### src/rtl/res_tx_enc_pkg.sv
// Shared key-code package for the calculator UART path.
// Holds the 4-bit key-code map used by the inbound key decoder and by the
// result encoder, plus the encoder FSM state type.
package res_tx_enc_pkg;

    // Key-code map: 0x0-0x9 are decimal digits
    localparam logic [3:0] CODE_MINUS = 4'hB;
    localparam logic [3:0] CODE_ENTER = 4'hE;
    localparam logic [3:0] CODE_ERR   = 4'hF;
    localparam logic [3:0] DIGIT_MAX  = 4'h9;

    typedef enum logic [2:0] {
        S_IDLE    = 3'd0,
        S_CONV    = 3'd1,
        S_ISSUE   = 3'd2,
        S_WAIT_HI = 3'd3,
        S_WAIT_LO = 3'd4,
        S_DONE    = 3'd5
    } state_t;

endpackage

### src/rtl/res_tx_enc_if.sv
// Bus between the calculator core / UART transmitter and the result encoder.
// master: the core and transmitter side (drives start/result/err/tx_busy)
// slave : the encoder (drives tx_data/tx_start/busy/done)
interface res_tx_enc_if #(
    parameter int DATA_W = 16
);
    logic              start;
    logic [DATA_W-1:0] result;
    logic              err;
    logic              tx_busy;
    logic [3:0]        tx_data;
    logic              tx_start;
    logic              busy;
    logic              done;

    modport master (
        output start, result, err, tx_busy,
        input  tx_data, tx_start, busy, done
    );

    modport slave (
        input  start, result, err, tx_busy,
        output tx_data, tx_start, busy, done
    );
endinterface

### src/rtl/res_tx_enc_bin2bcd_seq.sv
// Sequential double-dabble binary-to-BCD converter.
// Ports: clk, rst_n (async active-low), go (load bin and start),
//        bin (unsigned magnitude), bcd (NDIG packed BCD digits),
//        valid (1-clk pulse once all DATA_W shift steps are done).
// The first shift step happens on the go edge itself, so valid rises
// DATA_W-1 edges after go.
module bin2bcd_seq #(
    parameter int DATA_W = 16,
    parameter int NDIG   = 5
) (
    input  logic                clk,
    input  logic                rst_n,
    input  logic                go,
    input  logic [DATA_W-1:0]   bin,
    output logic [4*NDIG-1:0]   bcd,
    output logic                valid
);
    localparam int ACC_W = 4*NDIG + DATA_W;
    localparam int CNT_W = $clog2(DATA_W + 1);

    logic [ACC_W-1:0] acc_r;
    logic [CNT_W-1:0] cnt_r;
    logic             run_r;
    logic             valid_r;

    // One double-dabble step: add 3 to every BCD nibble >= 5, then shift left
    function automatic logic [ACC_W-1:0] dd_step(input logic [ACC_W-1:0] v);
        logic [ACC_W-1:0] t;
        t = v;
        for (int i = 0; i < NDIG; i++) begin
            if (t[DATA_W+4*i +: 4] >= 4'd5) begin
                t[DATA_W+4*i +: 4] = t[DATA_W+4*i +: 4] + 4'd3;
            end
        end
        return {t[ACC_W-2:0], 1'b0};
    endfunction

    // Shift/convert register and step counter
    always_ff @(posedge clk or negedge rst_n) begin
        if (!rst_n) begin
            acc_r   <= '0;
            cnt_r   <= '0;
            run_r   <= 1'b0;
            valid_r <= 1'b0;
        end else begin
            valid_r <= 1'b0;
            if (go) begin
                acc_r <= dd_step({{(4*NDIG){1'b0}}, bin});
                cnt_r <= CNT_W'(DATA_W - 1);
                run_r <= 1'b1;
            end else if (run_r) begin
                acc_r <= dd_step(acc_r);
                cnt_r <= cnt_r - CNT_W'(1);
                if (cnt_r == CNT_W'(1)) begin
                    run_r   <= 1'b0;
                    valid_r <= 1'b1;
                end
            end
        end
    end

    assign bcd   = acc_r[ACC_W-1 -: 4*NDIG];
    assign valid = valid_r;

endmodule

### src/rtl/res_tx_enc.sv
// Result encoder: converts a signed calculator result into a key-code
// sequence ([B] digits E, or F E on error) and sends it one code per UART
// frame.
// Ports: clk, rst_n (async active-low), bus (slave modport):
//   start/result/err from the core, tx_busy from the transmitter,
//   tx_data/tx_start to the transmitter, busy/done status to the core.
module res_tx_enc
    import res_tx_enc_pkg::*;
#(
    parameter int DATA_W = 16,
    parameter int NDIG   = 5
) (
    input  logic          clk,
    input  logic          rst_n,
    res_tx_enc_if.slave   bus
);
    localparam int IDX_W = $clog2(NDIG + 2);

    state_t                 state_r, next_s;
    logic                   neg_r;
    logic [NDIG+1:0][3:0]   q_r, q_s;
    logic [IDX_W-1:0]       idx_r, last_r, last_s;
    logic [DATA_W-1:0]      mag_s;
    logic [4*NDIG-1:0]      bcd_s;
    logic                   valid_s;
    logic                   go_s;
    logic [3:0]             tx_data_r, tx_data_s;
    logic                   tx_start_r, tx_start_s;
    logic                   busy_r, busy_s;
    logic                   done_r, done_s;

    // Most negative value maps onto 2^(DATA_W-1), which still fits unsigned
    assign mag_s = bus.result[DATA_W-1] ? (~bus.result + DATA_W'(1)) : bus.result;
    assign go_s  = (state_r == S_IDLE) && bus.start && !bus.err;

    bin2bcd_seq #(.DATA_W(DATA_W), .NDIG(NDIG)) u_bcd (
        .clk   (clk),
        .rst_n (rst_n),
        .go    (go_s),
        .bin   (mag_s),
        .bcd   (bcd_s),
        .valid (valid_s)
    );

    // Queue builder: optional sign, digits without leading zeros, then enter
    always_comb begin
        logic [IDX_W-1:0] n_v;
        logic             started_v;
        logic [3:0]       d_v;
        q_s       = '0;
        n_v       = '0;
        started_v = 1'b0;
        if (neg_r) begin
            q_s[0] = CODE_MINUS;
            n_v    = IDX_W'(1);
        end else begin
            n_v    = '0;
        end
        for (int i = NDIG - 1; i >= 0; i--) begin
            d_v = bcd_s[4*i +: 4];
            // Units digit always goes out so a zero result reads "0"
            if (d_v != 4'h0 || started_v || i == 0) begin
                q_s[n_v]  = d_v;
                n_v       = n_v + IDX_W'(1);
                started_v = 1'b1;
            end else begin
                started_v = started_v;
            end
        end
        q_s[n_v] = CODE_ENTER;
        last_s   = n_v;
    end

    // FSM state register
    always_ff @(posedge clk or negedge rst_n) begin
        if (!rst_n) begin
            state_r <= S_IDLE;
        end else begin
            state_r <= next_s;
        end
    end

    // FSM next-state logic
    always_comb begin
        next_s = state_r;
        case (state_r)
            S_IDLE:    if (bus.start) next_s = bus.err ? S_ISSUE : S_CONV;
                       else           next_s = S_IDLE;
            S_CONV:    if (valid_s)   next_s = S_ISSUE;
                       else           next_s = S_CONV;
            S_ISSUE:   if (!bus.tx_busy) next_s = S_WAIT_HI;
                       else              next_s = S_ISSUE;
            S_WAIT_HI: if (bus.tx_busy)  next_s = S_WAIT_LO;
                       else              next_s = S_WAIT_HI;
            S_WAIT_LO: if (!bus.tx_busy) next_s = (idx_r == last_r) ? S_DONE : S_ISSUE;
                       else              next_s = S_WAIT_LO;
            S_DONE:    next_s = S_IDLE;
            default:   next_s = S_IDLE;
        endcase
    end

    // FSM output logic (next values of the registered outputs)
    always_comb begin
        tx_start_s = (state_r == S_ISSUE) && !bus.tx_busy;
        if (tx_start_s) begin
            tx_data_s = q_r[idx_r];
        end else begin
            tx_data_s = tx_data_r;
        end
        busy_s = (next_s == S_CONV) || (next_s == S_ISSUE) ||
                 (next_s == S_WAIT_HI) || (next_s == S_WAIT_LO);
        done_s = (next_s == S_DONE);
    end

    // Code queue, sign latch and queue index
    always_ff @(posedge clk or negedge rst_n) begin
        if (!rst_n) begin
            neg_r  <= 1'b0;
            q_r    <= '0;
            idx_r  <= '0;
            last_r <= '0;
        end else begin
            if (state_r == S_IDLE && bus.start) begin
                neg_r <= bus.result[DATA_W-1];
                idx_r <= '0;
                if (bus.err) begin
                    q_r    <= '0;
                    q_r[0] <= CODE_ERR;
                    q_r[1] <= CODE_ENTER;
                    last_r <= IDX_W'(1);
                end
            end else if (state_r == S_CONV && valid_s) begin
                q_r    <= q_s;
                last_r <= last_s;
                idx_r  <= '0;
            end else if (state_r == S_WAIT_LO && !bus.tx_busy && idx_r != last_r) begin
                idx_r <= idx_r + IDX_W'(1);
            end
        end
    end

    // Registered outputs
    always_ff @(posedge clk or negedge rst_n) begin
        if (!rst_n) begin
            tx_data_r  <= 4'h0;
            tx_start_r <= 1'b0;
            busy_r     <= 1'b0;
            done_r     <= 1'b0;
        end else begin
            tx_data_r  <= tx_data_s;
            tx_start_r <= tx_start_s;
            busy_r     <= busy_s;
            done_r     <= done_s;
        end
    end

    assign bus.tx_data  = tx_data_r;
    assign bus.tx_start = tx_start_r;
    assign bus.busy     = busy_r;
    assign bus.done     = done_r;

endmodule

### src/flat_wrapper.sv
// flat-port wrapper written by rule: the top's interface ports become plain ports
module res_tx_enc_flat import res_tx_enc_pkg::*;
#(
    parameter int DATA_W = 16,
    parameter int NDIG   = 5
)
  (clk, rst_n, bus_start, bus_result, bus_err, bus_tx_busy, bus_tx_data, bus_tx_start, bus_busy, bus_done);
  res_tx_enc_if #(.DATA_W(DATA_W)) bus_i ();
  input  logic clk;
  input  logic rst_n;
  input wire logic [$bits(bus_i.start)-1:0] bus_start;
  input wire logic [$bits(bus_i.result)-1:0] bus_result;
  input wire logic [$bits(bus_i.err)-1:0] bus_err;
  input wire logic [$bits(bus_i.tx_busy)-1:0] bus_tx_busy;
  output wire logic [$bits(bus_i.tx_data)-1:0] bus_tx_data;
  output wire logic [$bits(bus_i.tx_start)-1:0] bus_tx_start;
  output wire logic [$bits(bus_i.busy)-1:0] bus_busy;
  output wire logic [$bits(bus_i.done)-1:0] bus_done;
  assign bus_i.start = bus_start;
  assign bus_i.result = bus_result;
  assign bus_i.err = bus_err;
  assign bus_i.tx_busy = bus_tx_busy;
  assign bus_tx_data = bus_i.tx_data;
  assign bus_tx_start = bus_i.tx_start;
  assign bus_busy = bus_i.busy;
  assign bus_done = bus_i.done;
  res_tx_enc #(.DATA_W(DATA_W), .NDIG(NDIG)) u_core (.clk(clk), .rst_n(rst_n), .bus(bus_i));
endmodule
### config.mk
export PLATFORM = sky130hd
export DESIGN_NAME = res_tx_enc_flat
export DESIGN_NICKNAME = d
export VERILOG_FILES = /design/src/rtl/res_tx_enc_pkg.sv /design/src/rtl/res_tx_enc_if.sv /design/src/rtl/res_tx_enc_bin2bcd_seq.sv /design/src/rtl/res_tx_enc.sv /design/src/flat_wrapper.sv
export SDC_FILE = /design/constraint.sdc
export NUM_CORES = 1
export LEC_CHECK = 0
export CORE_ASPECT_RATIO = 0.9
export CORE_MARGIN = 8
export CORE_UTILIZATION = 50
export DETAILED_ROUTE_END_ITERATION = 10
export MAX_ROUTING_LAYER = met4
export PLACE_DENSITY = 0.65
export SYNTH_ARGS = -nofsm -noshare
export SYNTH_HDL_FRONTEND = slang
export SYNTH_SLANG_ARGS = --single-unit
### constraint.sdc
create_clock -name clk -period 6.4 [get_ports clk]
set_input_delay 1.28 -clock clk [delete_from_list [all_inputs] [get_ports clk]]
set_output_delay 1.28 -clock clk [all_outputs]
set_load 0.1 [all_outputs]
==> After elaboration in Yosys (flattened, before gate mapping) <==
Index checks and enable logic that the tools add are counted.
{ "classes": {"n_addsub": 13, "order_cmp": 18, "eq_ne": 13, "mux": 65, "bitwise_logic": 4, "reduce_logical": 29} }
{ "ops": {"columns": ["cell", "count"], "rows": [
  ["$mux 28", 7],
  ["$bwmux 28", 5],
  ["$demux 4 s3", 6],
  ["$mux 36", 2],
  ["$mux 4", 12],
  ["$mux 3", 15],
  ["$lt 3x4->1 const B", 7],
  ["$or 21x21->21", 1],
  ["$ge 4x3->1 const B", 5],
  ["$add 3x1->3 const B", 6],
  ["$ge 3x1->1 const B", 6],
  ["$add 16x1->16 const B", 1],
  ["$add 4x2->4 const B", 4],
  ["$mux 16", 1],
  ["$not 16->16", 1],
  ["$reduce_bool 4->1", 4],
  ["$pmux 3 s5", 1],
  ["$bmux 4 s3", 1],
  ["$eq 3x2->1 const B", 4],
  ["$logic_and 1x1->1", 12],
  ["$mux 1", 11],
  ["$mux 5", 2],
  ["$eq 3x3->1 const B", 3],
  ["$and 7x7->7", 1],
  ["other kinds (15)", 24]
]} }
{ "totals": {"ff_bits": 88, "in_bits": 21, "out_inout_bits": 7, "word_cells": 161} }

==> Logic depth before layout (Yosys ltp) <==
{ "depth": {"ltp_word": 18, "depth_mapped": 21, "depth_no_buf": 18} }

==> Hierarchy <==
A second synthesis with hierarchy kept.
{ "hier_totals": {"hier_cells": 727, "area_unflattened_um2": 6338.6} }
{ "modules_own_cells": {"columns": ["module", "n_inst", "cells_per_inst", "area_per_inst_um2", "seq_area_each_um2"], "rows": [
  ["res_tx_enc", 1, 470, 3902.5, 1126.1],
  ["bin2bcd_seq", 1, 257, 2436.1, 1051.0]
]} }

==> Worst setup path after synthesis <==
No wires, ideal clock.
{ "synth_timing": {"kind": "reg-to-reg", "startpoint": "reg u_core.u_bcd.acc_r[32]", "endpoint": "reg u_core.q_r[0] (netlist name)", "setup_ns": 0.142, "t_arrival_ns": 4.551, "required_time_ns": 6.258, "setup_slack_ns": 1.707, "stages_incl_launch_ff": 20, "n_path_buf": 4, "synth_period_minus_slack_ns": 4.693, "cell_sequence": "dfrtp_1 -> inv_1 -> ha_1 -> or3b_4 -> buf_6 -> inv_4 -> buf_2 -> fa_1 -> clkbuf_1 -> clkbuf_1 -> a311o_1 -> a21oi_1 -> ha_1 -> mux2i_4 -> inv_2 -> ha_1 -> xnor3_2 -> o32a_1 -> o31ai_1 -> a31oi_1"} }
{ "synth_via": {"elab_chain_len": 17, "word_cells_on_any_way": 53, "classes_between": "4 x add/sub; 10 x order compare; 28 x mux; 2 x bitwise; 9 x reduce/logical"} }
{ "synth_lines": {"columns": ["element", "line", "source"], "rows": [
  ["start, declared", "res_tx_enc_bin2bcd_seq.sv:21", "logic [ACC_W-1:0] acc_r;"],
  ["start signal, assigned", "res_tx_enc_bin2bcd_seq.sv:48", "acc_r <= dd_step({{(4*NDIG){1'b0}}, bin});"],
  ["start signal, assigned", "res_tx_enc_bin2bcd_seq.sv:52", "acc_r <= dd_step(acc_r);"],
  ["$reduce_bool 4->1", "res_tx_enc.sv:62", "if (d_v != 4'h0 || started_v || i == 0) begin"],
  ["$mux 3 / $mux 1 (equally long branches)", "res_tx_enc.sv:62", null],
  ["$add 3x1->3 / $logic_or 1x1->1 (equally long branches)", "res_tx_enc.sv:64, res_tx_enc.sv:62", null],
  ["$mux 3 / $mux 1 (equally long branches)", "res_tx_enc.sv:62", null],
  ["$add 3x1->3 / $logic_or 1x1->1 (equally long branches)", "res_tx_enc.sv:64, res_tx_enc.sv:62", null],
  ["$mux 3 / $mux 1 (equally long branches)", "res_tx_enc.sv:62", null],
  ["$add 3x1->3 / $logic_or 1x1->1 (equally long branches)", "res_tx_enc.sv:64, res_tx_enc.sv:62", null],
  ["$mux 3", "res_tx_enc.sv:62", null],
  ["$add 3x1->3", "res_tx_enc.sv:64", "n_v = n_v + IDX_W'(1);"],
  ["$lt 3x4->1 (implied by the code) / $ge 3x1->1 (equally long branches)", "res_tx_enc.sv:70", "q_s[n_v] = CODE_ENTER;"],
  ["$logic_and 1x1->1 (implied by the code)", "res_tx_enc.sv:70", null],
  ["$mux 4 (implied by the code)", "res_tx_enc.sv:70", null],
  ["$demux 4 s3", null, null],
  ["$not 7->7 (no source line)", null, null],
  ["$and 7x7->7 (no source line) (*)", null, null],
  ["$mux 28 (*)", "res_tx_enc.sv:132", "end else if (state_r == S_CONV && valid_s) begin"],
  ["$mux 28 (*)", "res_tx_enc.sv:123", "if (state_r == S_IDLE && bus.start) begin"],
  ["end signal, assigned", "res_tx_enc.sv:133", "q_r <= q_s;"],
  ["end, declared", "res_tx_enc.sv:21", "logic [NDIG+1:0][3:0] q_r, q_s;"]
]} }
Every way passes the cells marked *; elsewhere a longest branch is shown, timed or not. The select of a mux whose other input is x is not followed.
A chain may end at the register's enable or synchronous reset.

==> Final worst setup path <==
{ "layout_timing": {"startpoint": "reg u_core.u_bcd.acc_r[32]", "endpoint": "reg u_core.q_r[11] (netlist name)"} }
{ "layout_via": {"elab_chain_len": 16, "word_cells_on_any_way": 51, "classes_between": "4 x add/sub; 10 x order compare; 27 x mux; 1 x bitwise; 9 x reduce/logical"} }
{ "layout_lines": {"columns": ["element", "line"], "rows": [
  ["$reduce_bool 4->1 (*)", "res_tx_enc.sv:62"],
  ["$mux 3 / $mux 1 (equally long branches)", "res_tx_enc.sv:62"],
  ["$add 3x1->3, or another cell as far along", "res_tx_enc.sv:64"],
  ["$mux 3, or another cell as far along", "res_tx_enc.sv:62"],
  ["$add 3x1->3, or another cell as far along", "res_tx_enc.sv:64"],
  ["$mux 3, or another cell as far along", "res_tx_enc.sv:62"],
  ["$add 3x1->3, or another cell as far along", "res_tx_enc.sv:64"],
  ["$mux 3, or another cell as far along", "res_tx_enc.sv:62"],
  ["$add 3x1->3, or another cell as far along", "res_tx_enc.sv:64"],
  ["$lt 3x4->1 (implied by the code), or another cell as far along", "res_tx_enc.sv:70"],
  ["$logic_and 1x1->1 (implied by the code), or another cell as far along", "res_tx_enc.sv:70"],
  ["$mux 4 (implied by the code), or another cell as far along", "res_tx_enc.sv:70"],
  ["$demux 4 s3 / $bwmux 28 (equally long branches)", null],
  ["$or 21x21->21 (no source line) (*)", null],
  ["$mux 28 (*)", "res_tx_enc.sv:132"],
  ["$mux 28 (*)", "res_tx_enc.sv:123"]
]} }
Marked as above.

==> results.md <==
- Largest net degree at the start of global routing: 78
- Worst setup slack before clock tree synthesis: 1.231 ns
- Vias per cell: 6.307
- Count of port buffers added during placement: 27
- Vias in the first global route: 5,184
- Routability congestion estimate from global placement: 0.9919
- Combined global-route utilization of all metal layers: 0.2341
- Clock tree buffer depth: 2
- Number of antenna violations at the first check in global routing: 0
- Residual DRC count: 0
- Highest attainable clock frequency: 188.5 MHz
- Clock tree from TritonCTS: done
- CTS H-Tree Depth: 3
- Remaining Overflow, GRT: 0
- Yosys top cell area share: 0.3421
- Buffers inserted by post-CTS timing repair: 0
- Wirelength, routed: 18,370 um
- Path category of the worst min-delay check: flip-flop to flip-flop
- Floorplan Core Area: 0.01254 mm2
- Post-synth top area cell: dfrtp_1
- R2R cell count: 16
- Cts-stage hold buffer count: 0
- Fraction of layout instances using a drive strength above 1: 0.07597
- Vias after detailed routing: 5,601
- Post-layout min period: 5.305 ns
- Post-synthesis sequential area ratio: 0.3421
- Number of design-rule violations left by the first detailed-router iteration: 524
- Summed instance area of the synthesized netlist: 0.006364 mm2
- Outcome: completed
- I/O pin total: 28
- Post-Route Skew: 0.008217 ns
- Setup_tns: 0 ns
- Total iterations of the first detailed-routing run: 5
- Flip-flop cell with the highest count after synthesis: dfrtp_1
- Initial core utilization: 0.5074
- Max-slew violation count: 0
- Mean cell area of the mapped netlist: 8.693 um2
- Part of the cycle the worst path needs: 0.8289
- Post-CTS resize count: 0
- Final setup violation count: 0
- Arr. time, crit path: 5.51 ns
- Tightest slew margin relative to the limit: 0.2760
- Worst Setup Path Type: flip-flop to flip-flop
- Area growth from synthesis to final layout: 9.221%
- Worst-Skew Late Latency: 0.35 ns
- Number of flip-flops and latches in the synthesized netlist: 87
- Average detailed-routed wire length per instance: 20.68 um
- Maximum fanout along the worst path: 25
- First-pass GRT wire length: 29,550 um
- Worst Setup Slack, final: 1.095 ns
- Cell row count: 39
- HPWL after detailed placement: 13,510 um
- Die footprint: 0.01660 mm2
- Clock buffer count from CTS: 9
- Share of synthesized flip-flops with an asynchronous set or reset: 1.000
- Gate count of the mapped netlist: 732
- Setup repair after global routing missed its margin: false
- Total nets after synthesis: 774
- Root buf cell: clkbuf_16
- Endpoint required time on the critical path: 6.61 ns
- Sink count of the clock tree: 87
- Kind of launch point of the worst setup path: flip-flop
- Number of hold violations in the final report: 0
- Number of fill cells: 1,133
- Y dimension of the die: 123.0 um
- DIE WIDTH: 134.9 um
- Util after Layout: 0.5542
- Minimum setup slack among reg-to-reg paths: 1.09 ns
- Post-DRT Antenna Nets: 0
- Worst setup EP type: flip-flop
- Hold Path Depth: 2
- FF/Latch Area: 0.002178 mm2
- Yosys warning total: 0
- Post-synth EDFFs: 0
- Inserted Diodes: 0
- Top post-synthesis cells by area: dfrtp_1, mux2i_1, nand2_1
- Distinct cell type count after synthesis: 85
- Max-capacitance violation count: 0
- Clock input transition at the sequential cells of the worst setup and hold paths: 0.07 ns
- Transition time at the pin with the least slew margin: 1.086 ns
- Number of nets in the finished design: 761
- Area of the multi-input gates: 0.003865 mm2
layout by cell type, fill, tap and decap left out, types with 7 or more instances in the layout:
cell type / n
a211oi_1: 10
a21oi_1: 36
a31oi_1: 11
clkbuf_16: 9
clkdlybuf4s50_1: 26
dfrtp_1: 86
ha_1: 20
inv_1: 22
mux2i_1: 38
nand2_1: 98
nand2b_1: 15
nand3_1: 24
nand4_1: 14
nor2_1: 40
nor2b_1: 8
nor3_1: 10
nor3b_1: 8
o211ai_1: 17
o21ai_0: 51
o31ai_1: 8
xnor2_1: 22
xor2_1: 7
Yosys cell counts, types with 5 or more instances:
cell,number
nand2_1,98
dfrtp_1,87
o21ai_0,51
clkbuf_1,43
nor2_1,40
mux2i_1,38
a21oi_1,36
nand3_1,24
inv_1,22
xnor2_1,22
ha_1,20
o211ai_1,17
nand2b_1,15
nand4_1,14
a31oi_1,11
a211oi_1,10
nor3_1,10
nor2b_1,9
nor3b_1,8
o31ai_1,8
xor2_1,7
and3_1,6
buf_1,6
buf_2,6
or3_1,6
o2111ai_1,5
o221ai_1,5
layout make-up:
class	instances	area share
clock buffers	12	0.03690
clock inverters	4	0.005221
inverters	27	0.01494
multi-input cells	562	0.5561
flip-flops and latches	87	0.3134
well taps	164	0.02952
repair buffers	32	0.04392
final timing paths:
check,from,end
setup / recovery,u_core.u_bcd.acc_r[32],u_core.q_r[11]
hold / removal,u_core.q_r[4],u_core.q_r[4]
setup reg to reg,u_core.u_bcd.acc_r[32],u_core.q_r[11]
hold reg to reg,u_core.q_r[4],u_core.q_r[4]
max in group asynchronous,rst_n,u_core.u_bcd.run_r
min in group asynchronous,rst_n,u_core.q_r[8]
routing by layer:
metal,GRT usage,vias up,routed length (um)
met3,0.05037,30,1223
met1,0.3115,2724,8391
li1,-,2655,-
met2,0.3504,192,8333
met4,0.07288,0,418
met5,-,-,0
cells by family (layout without fill, tap and decap cells):
logic type                 Yosys count  count (layout)  synth area share
xor gates and xnor gates            31              31           0.04719
DFF                                 87              87            0.3421
and+or+nand+nor                    263             263            0.2122
AOI/OAI and AO/OA                  201             201            0.2216
adders and majority gates           21              21           0.04247
buffers and inverters               83              75           0.05171
muxes                               46              46           0.08278
critical path, stage by stage (launching register included):
cell,delay [ns]
dfrtp_1,0.41
inv_1,0.13
ha_1,0.22
or3b_4,0.50
inv_4,0.22
nand2_2,0.18
inv_2,0.15
fa_1,0.74
nor4b_1,0.59
nand4_1,0.33
nand2_1,0.30
inv_2,0.10
ha_1,0.25
xnor3_1,0.47
nand3_1,0.20
a21boi_0,0.23
o211ai_1,0.14
through the flow:
step | cell area [um2] | std cells | hold WS, ns
2_1_floorplan | 6364 | 732 | 0.4432
3_3_place_gp | 6658 | 872 | 0.4724
3_5_place_dp | 6658 | 872 | 0.4774
4_1_cts | 6950 | 888 | 0.4925
5_1_grt | 6950 | 888 | 0.5267
6_report | 6950 | 888 | 0.4927
state kept, by name, summed over array words and instances, names as in the netlist:
| signal | count |
|---|---|
| u_core.u_bcd.acc_r | 35 |
| u_core.q_r | 28 |
| u_core.u_bcd.cnt_r | 5 |
| u_core.bus.tx_data | 4 |
| u_core.idx_r | 3 |
| u_core.last_r | 3 |
| u_core.state_r | 3 |
| u_core.bus.busy | 1 |
| u_core.bus.done | 1 |
| u_core.bus.tx_start | 1 |
| u_core.neg_r | 1 |
| u_core.u_bcd.run_r | 1 |
| u_core.u_bcd.valid | 1 |
Power is left out: the tool's default activity adds up to more than one toggle a clock period on the data nets, which glitch-free logic cannot reach.
